===== src/rtl/ecc_pkg.sv =====
// ecc_pkg: shared widths, scheduler states and point-unit opcodes for the kP scheduler
package ecc_pkg;
  localparam int DEF_SIZE = 32;
  localparam int DEF_NIB = 4;
  typedef enum logic [2:0] {IDLE, LOAD, SCAN, DBL_REQ, DBL_WAIT, ADD_REQ, ADD_WAIT, DONE} state_t;
  localparam logic OP_DBL = 1'b0;
  localparam logic OP_ADD = 1'b1;
endpackage


===== src/rtl/ecc_nibble_loader.sv =====
// ecc_nibble_loader: deserialises five MSB-first nibble streams into SIZE-bit operands
// ports: clk/rst_n, en (high while loading), nib_* nibble inputs, a/p/k/px/py operands,
// load_done pulses on the cycle the last nibble is taken
module ecc_nibble_loader import ecc_pkg::*; #(
  parameter int SIZE = DEF_SIZE,
  parameter int NIB = DEF_NIB
) (
  input  logic            clk,
  input  logic            rst_n,
  input  logic            en,
  input  logic [NIB-1:0]  nib_a,
  input  logic [NIB-1:0]  nib_p,
  input  logic [NIB-1:0]  nib_k,
  input  logic [NIB-1:0]  nib_x,
  input  logic [NIB-1:0]  nib_y,
  output logic [SIZE-1:0] a,
  output logic [SIZE-1:0] p,
  output logic [SIZE-1:0] k,
  output logic [SIZE-1:0] px,
  output logic [SIZE-1:0] py,
  output logic            load_done
);
  localparam int NIBBLES = SIZE / NIB;
  localparam int CW = $clog2(NIBBLES + 1);
  logic [CW-1:0] cnt;
  assign load_done = en && cnt == CW'(NIBBLES - 1);
  always_ff @(posedge clk or negedge rst_n)
    if (!rst_n) begin
      cnt <= '0;
      a <= '0;
      p <= '0;
      k <= '0;
      px <= '0;
      py <= '0;
    end else if (en) begin
      cnt <= load_done ? '0 : cnt + 1'b1;
      a <= {a[SIZE-NIB-1:0], nib_a};
      p <= {p[SIZE-NIB-1:0], nib_p};
      k <= {k[SIZE-NIB-1:0], nib_k};
      px <= {px[SIZE-NIB-1:0], nib_x};
      py <= {py[SIZE-NIB-1:0], nib_y};
    end else
      cnt <= '0;
endmodule


===== src/rtl/ecc_kp_scheduler.sv =====
// ecc_kp_scheduler: MSB-first double-and-add sequencer for kP over a shared point unit
// ports: i_clk/i_rst_n, i_start + operand nibbles in, o_op_* job request with i_op_ready,
// i_op_done/i_op_x/i_op_y/i_op_inf job result, o_kpx/o_kpy/o_kp_inf result, o_busy/o_done status
module ecc_kp_scheduler import ecc_pkg::*; #(
  parameter int SIZE = DEF_SIZE,
  parameter int NIB = DEF_NIB
) (
  input  logic            i_clk,
  input  logic            i_rst_n,
  input  logic            i_start,
  input  logic [NIB-1:0]  i_a,
  input  logic [NIB-1:0]  i_prime,
  input  logic [NIB-1:0]  i_k,
  input  logic [NIB-1:0]  i_px,
  input  logic [NIB-1:0]  i_py,
  output logic            o_op_valid,
  output logic            o_op_sel,
  output logic [SIZE-1:0] o_op_x1,
  output logic [SIZE-1:0] o_op_y1,
  output logic [SIZE-1:0] o_op_x2,
  output logic [SIZE-1:0] o_op_y2,
  output logic [SIZE-1:0] o_op_a,
  output logic [SIZE-1:0] o_op_p,
  input  logic            i_op_ready,
  input  logic            i_op_done,
  input  logic [SIZE-1:0] i_op_x,
  input  logic [SIZE-1:0] i_op_y,
  input  logic            i_op_inf,
  output logic [SIZE-1:0] o_kpx,
  output logic [SIZE-1:0] o_kpy,
  output logic            o_kp_inf,
  output logic            o_busy,
  output logic            o_done
);
  localparam int IW = $clog2(SIZE);
  state_t state, state_n;
  logic [SIZE-1:0] a, p, k, px, py, rx, ry, rx_n, ry_n;
  logic [IW-1:0] idx, idx_n, lead, eob_idx;
  logic r_inf, rinf_n, in_add, add_n, load_done, kbit, last, hit, end_bit;
  state_t eob_state;
  ecc_nibble_loader #(.SIZE(SIZE), .NIB(NIB)) u_load (
    .clk(i_clk), .rst_n(i_rst_n), .en(state == LOAD),
    .nib_a(i_a), .nib_p(i_prime), .nib_k(i_k), .nib_x(i_px), .nib_y(i_py),
    .a(a), .p(p), .k(k), .px(px), .py(py), .load_done(load_done)
  );
  always_comb begin
    lead = '0;
    for (int i = 0; i < SIZE; i++)
      if (k[i]) lead = IW'(i);
  end
  assign kbit = k[idx];
  assign last = idx == '0;
  assign eob_state = last ? DONE : DBL_REQ;
  assign eob_idx = last ? idx : idx - 1'b1;
  // a doubled result equal to P must be doubled again rather than sent to the adder
  assign hit = i_op_x == px && i_op_y == py;
  // the bit finishes after its doubling unless an addition still has to follow
  assign end_bit = in_add || !kbit || i_op_inf;
  assign o_op_valid = (state == DBL_REQ && !r_inf) || state == ADD_REQ;
  assign o_op_sel = state == ADD_REQ ? OP_ADD : OP_DBL;
  assign o_op_x1 = rx;
  assign o_op_y1 = ry;
  assign o_op_x2 = px;
  assign o_op_y2 = py;
  assign o_op_a = a;
  assign o_op_p = p;
  assign o_done = state == DONE;
  assign o_busy = (state != IDLE && state != DONE) || i_start;
  assign o_kp_inf = o_done && r_inf;
  assign o_kpx = o_done && !r_inf ? rx : '0;
  assign o_kpy = o_done && !r_inf ? ry : '0;
  always_ff @(posedge i_clk or negedge i_rst_n)
    if (!i_rst_n) begin
      state <= IDLE;
      rx <= '0;
      ry <= '0;
      r_inf <= 1'b0;
      idx <= '0;
      in_add <= 1'b0;
    end else begin
      state <= state_n;
      rx <= rx_n;
      ry <= ry_n;
      r_inf <= rinf_n;
      idx <= idx_n;
      in_add <= add_n;
    end
  always_comb begin
    state_n = state;
    rx_n = rx;
    ry_n = ry;
    rinf_n = r_inf;
    idx_n = idx;
    add_n = in_add;
    case (state)
      IDLE, DONE: if (i_start) state_n = LOAD;
      LOAD: if (load_done) state_n = SCAN;
      SCAN: begin
        rx_n = k == '0 ? '0 : px;
        ry_n = k == '0 ? '0 : py;
        rinf_n = k == '0;
        add_n = 1'b0;
        idx_n = lead == '0 ? '0 : lead - 1'b1;
        state_n = lead == '0 ? DONE : DBL_REQ;
      end
      DBL_REQ:
        if (r_inf) begin
          rx_n = kbit ? px : rx;
          ry_n = kbit ? py : ry;
          rinf_n = !kbit;
          state_n = eob_state;
          idx_n = eob_idx;
        end else if (i_op_ready)
          state_n = DBL_WAIT;
      DBL_WAIT:
        if (i_op_done) begin
          rx_n = !in_add && kbit && i_op_inf ? px : i_op_x;
          ry_n = !in_add && kbit && i_op_inf ? py : i_op_y;
          rinf_n = i_op_inf && (in_add || !kbit);
          add_n = !end_bit && hit;
          state_n = end_bit ? eob_state : hit ? DBL_REQ : ADD_REQ;
          idx_n = end_bit ? eob_idx : idx;
        end
      ADD_REQ: if (i_op_ready) state_n = ADD_WAIT;
      ADD_WAIT:
        if (i_op_done) begin
          rx_n = i_op_x;
          ry_n = i_op_y;
          rinf_n = i_op_inf;
          state_n = eob_state;
          idx_n = eob_idx;
        end
      default: state_n = IDLE;
    endcase
  end
endmodule


===== config.mk =====
export PLATFORM = sky130hd
export DESIGN_NAME = ecc_kp_scheduler
export DESIGN_NICKNAME = d
export VERILOG_FILES = /design/src/rtl/ecc_pkg.sv /design/src/rtl/ecc_nibble_loader.sv /design/src/rtl/ecc_kp_scheduler.sv
export SDC_FILE = /design/constraint.sdc
export NUM_CORES = 1
export LEC_CHECK = 0
export BUFFER_PORTS_ARGS = -buffer_cell sky130_fd_sc_hd__buf_2
export CAP_MARGIN = 10
export CORE_ASPECT_RATIO = 1.4
export CORE_MARGIN = 5
export CORE_UTILIZATION = 50
export DETAILED_ROUTE_END_ITERATION = 12
export HOLD_SLACK_MARGIN = 0.1
export MAX_ROUTING_LAYER = met4
export PLACE_DENSITY = 0.77
export SYNTH_ARGS = -nofsm -noshare
export SYNTH_HDL_FRONTEND = slang
export SYNTH_HIERARCHICAL = 1
export SYNTH_SLANG_ARGS = --single-unit

===== constraint.sdc =====
create_clock -name i_clk -period 4.74 [get_ports i_clk]
set_input_delay 1.422 -clock i_clk [delete_from_list [all_inputs] [get_ports i_clk]]
set_output_delay 1.422 -clock i_clk [all_outputs]
set_load 0.1 [all_outputs]

==> metrics.md <==
| Metric | Value |
|---|---|
| Synth Area in Simple Gates | 15.5% |
| NumNets Final | 1540 |
| Total number of vias | 10600 |
| Flop-to-flop setup slack | 1.21 ns |
| Ys async rst share | 100% |
| Post-Synth XOR/XNOR Area | 4.64% |
| GR Util All Layers | 27.8% |
| GP Congestion | 0.920 |
| Mapped Area | 12300 µm² |
| Crit share post-route | 89.1% |
| Number of synthesized flops with an enable pin | 0 |
| Fin Setup TNS | 0 ns |
| Reg2Reg Depth | 8 |
| CTS Buf Count | 24 |
| Crit Path Max Fanout | 64 |
| Vias per cell | 5.98 |
| Crit end category | output port |
| Synth Area in Compound Gates | 11.4% |
| Multi-input logic area | 5950 µm² |
| Mux contribution to synthesized area | 16.2% |
| Largest family of logic cells by synthesized area | multiplexers |
| First-pass GRT wire length | 60200 µm |
| Worst R2R Start | u_load/k[21]$_DFFE_PN0P_ |
| Clock skew | 0.00730 ns |
| Count leader, synth | dfrtp_1 |
| Initial Utilization | 51.0% |
| Clock Pin Slew Worst Setup and Hold Paths | 0.06 ns |
| Synth Area in Adders | 0.306% |
| Status | finished, final reports clean |
| Gates resized, CTS repair | 0 |
| Synth top area share | 48.5% |
| Post-DP HPWL | 27900 µm |
| Die area | 27800 µm² |
| Die Ht | 195 µm |
| IO buf count | 350 |
| Final hold vios | 0 |
| Core area | 24100 µm² |
| Final setup violation count | 0 |
| Worst Hold Path EP | u_load/cnt[0]$_DFF_PN0_ |
| Fill cells | 1981 |
| Synth area leader | dfrtp_1 |
| Max_cap viols | 0 |
| Total grt overflow | 0 |
| Post-synth top cells | dfrtp_1 (238), mux2_2 (161), nor3_1 (75) |
| Post-route ant nets | 0 |
| Top_reg_cell synth | dfrtp_1 |
| Slew headroom | 30.9% |
| Initial antenna violation count | 3 |
| Layout area overhead | 23.0% |
| Sequential area share after synthesis | 48.5% |
| Placement row count | 67 |
| DRC | 0 |
| Least-Margin Pin Slew | 1.01 ns |
| Min-delay src | u_load/cnt[0]$_DFF_PN0_ |
| Die width | 142 µm |
| Routed wire length | 39000 µm |
| Worst min path class | flip-flop to flip-flop |
| WL/cell | 21.9 µm |
| Number of global-route vias before repair | 10600 |
| Hold depth | 1 |
| Num Clock Sinks | 238 |
| Post-CTS Setup Inserts | 0 |
| Mean Syn Cell Area | 10.8 µm² |
| Top achievable clock speed | 0.237 GHz |
| Tmin final | 4.22 ns |
| Worst R2R End | o_op_x1[1]$_DFFE_PN0P_ |
| Worst skew pair latency | 0.51 ns |
| 1st-iter DRT viols | 672 |
| CP Class | flip-flop to output port |
| Root Buffer Master | clkbuf_16 |
| Largest net degree at the start of global routing | 166 |
| Max Root-Sink Buffers | 3 |
| Fin. max-slew vios | 0 |
| DRT Pass-1 Iters | 7 |
| Synth area leaders | dfrtp_1 (49%), mux2_2 (15%), xnor2_1 (4.6%) |
| Register area | 5960 µm² |
| Layout cells sized above 1 | 40.1% |
| Cells after synthesis | 1138 |
| Startpoint types | flip-flop |
| Htree depth | 1 |
| YS warnings | 6 |
| Crit path arrival time | 2.80 ns |
| Hold_buf cts | 0 |
| I/O Pins | 351 |
| Syn Nets | 1231 |
| RSZ-0062 raised after global routing | false |
| CTS tree | done |
| Register bit total from synthesis | 238 |
| Synth cell types | 70 |
| WP data required | 3.32 ns |
[critical path, cell delays in order (launching register included)]
cell and delay, ns:
dfrtp_1 0.73, and3_1 0.33, nor2b_4 0.16, buf_4 0.42, and2_1 0.20, buf_2 0.42
[registers in the layout, summed over array words and instances (netlist names)]
register and flops:
idx 5, u_load/py 32, o_op_x1 32, o_op_y1 32
u_load/p 32, u_load/px 32, u_load/k 32, u_load/cnt 4
r_inf 1, state 3, in_add 1, u_load/a 32
[worst max-delay path by stage]
stage	startpoint	end	slack [ns]	cells past startpoint
after global placement	i_op_y[0]	in_add$_DFFE_PN0P_	1.15	8
after floorplan	state[1]$_DFFE_PN0P_	o_kpx[10]	0.26	7
final	state[2]$_DFFE_PN0P_	o_kpy[17]	0.52	5
after detailed placement	state[2]$_DFFE_PN0P_	o_kpy[27]	1.09	5
after CTS	state[2]$_DFFE_PN0P_	o_kpy[27]	0.52	5
after global routing	state[2]$_DFFE_PN0P_	o_kpy[17]	0.35	5
[kinds of logic after synthesis]
family	after synthesis
AOI/OAI and AO/OA	218
xor gates and xnor gates	65
adders and majority gates	3
buffers and inverters	91
DFF	238
muxes	178
and+or+nand+nor	345
[through the flow]
step | hold slack [ns] | instances | utilization, % | worst slack [ns] | instance area (µm²)
floorplan | 0.437 | 1138 | - | 0.263 | 12300
detailed placement | 0.468 | 1731 | 59.2 | 1.09 | 14200
CTS | 0.476 | 1775 | 62.7 | 0.523 | 15100
global placement | 0.465 | 1731 | 59.2 | 1.15 | 14200
global route | 0.507 | 1778 | 62.7 | 0.347 | 15100
finish | 0.472 | 1779 | 62.7 | 0.515 | 15100
[layout by cell type, fill, tap and decap left out, drive strengths merged, types with 17 or more instances in the layout]
master / n
o21ai: 78
xnor2: 64
mux2: 161
and2: 69
nand4: 18
buf: 363
nor2: 32
mux2i: 17
a21oi: 17
clkbuf: 34
nand3: 68
dfrtp: 238
nor3: 75
nand2: 25
a31oi: 66
[per-layer routing]
layer	GRT usage, %	vias up	wire length, µm
li1	-	4789	-
met1	30.8	5210	13600
met2	49.3	527	20600
met3	4.33	117	2970
met4	11.5	0	1850
met5	-	-	0
[layout make-up]
cell class	count	share of cell area, %
Sequential cell	238	39.5
Clock buffer	34	4.57
Clock inverter	10	0.995
Tap cell	310	2.57
Inverter	11	0.274
Multi-Input combinational cell	809	39.4
Antenna cell	4	0.0663
Timing Repair Buffer	363	12.6
Power is not shown: default switching activity piles up to over one toggle a cycle in this logic, so the estimate is an artifact.
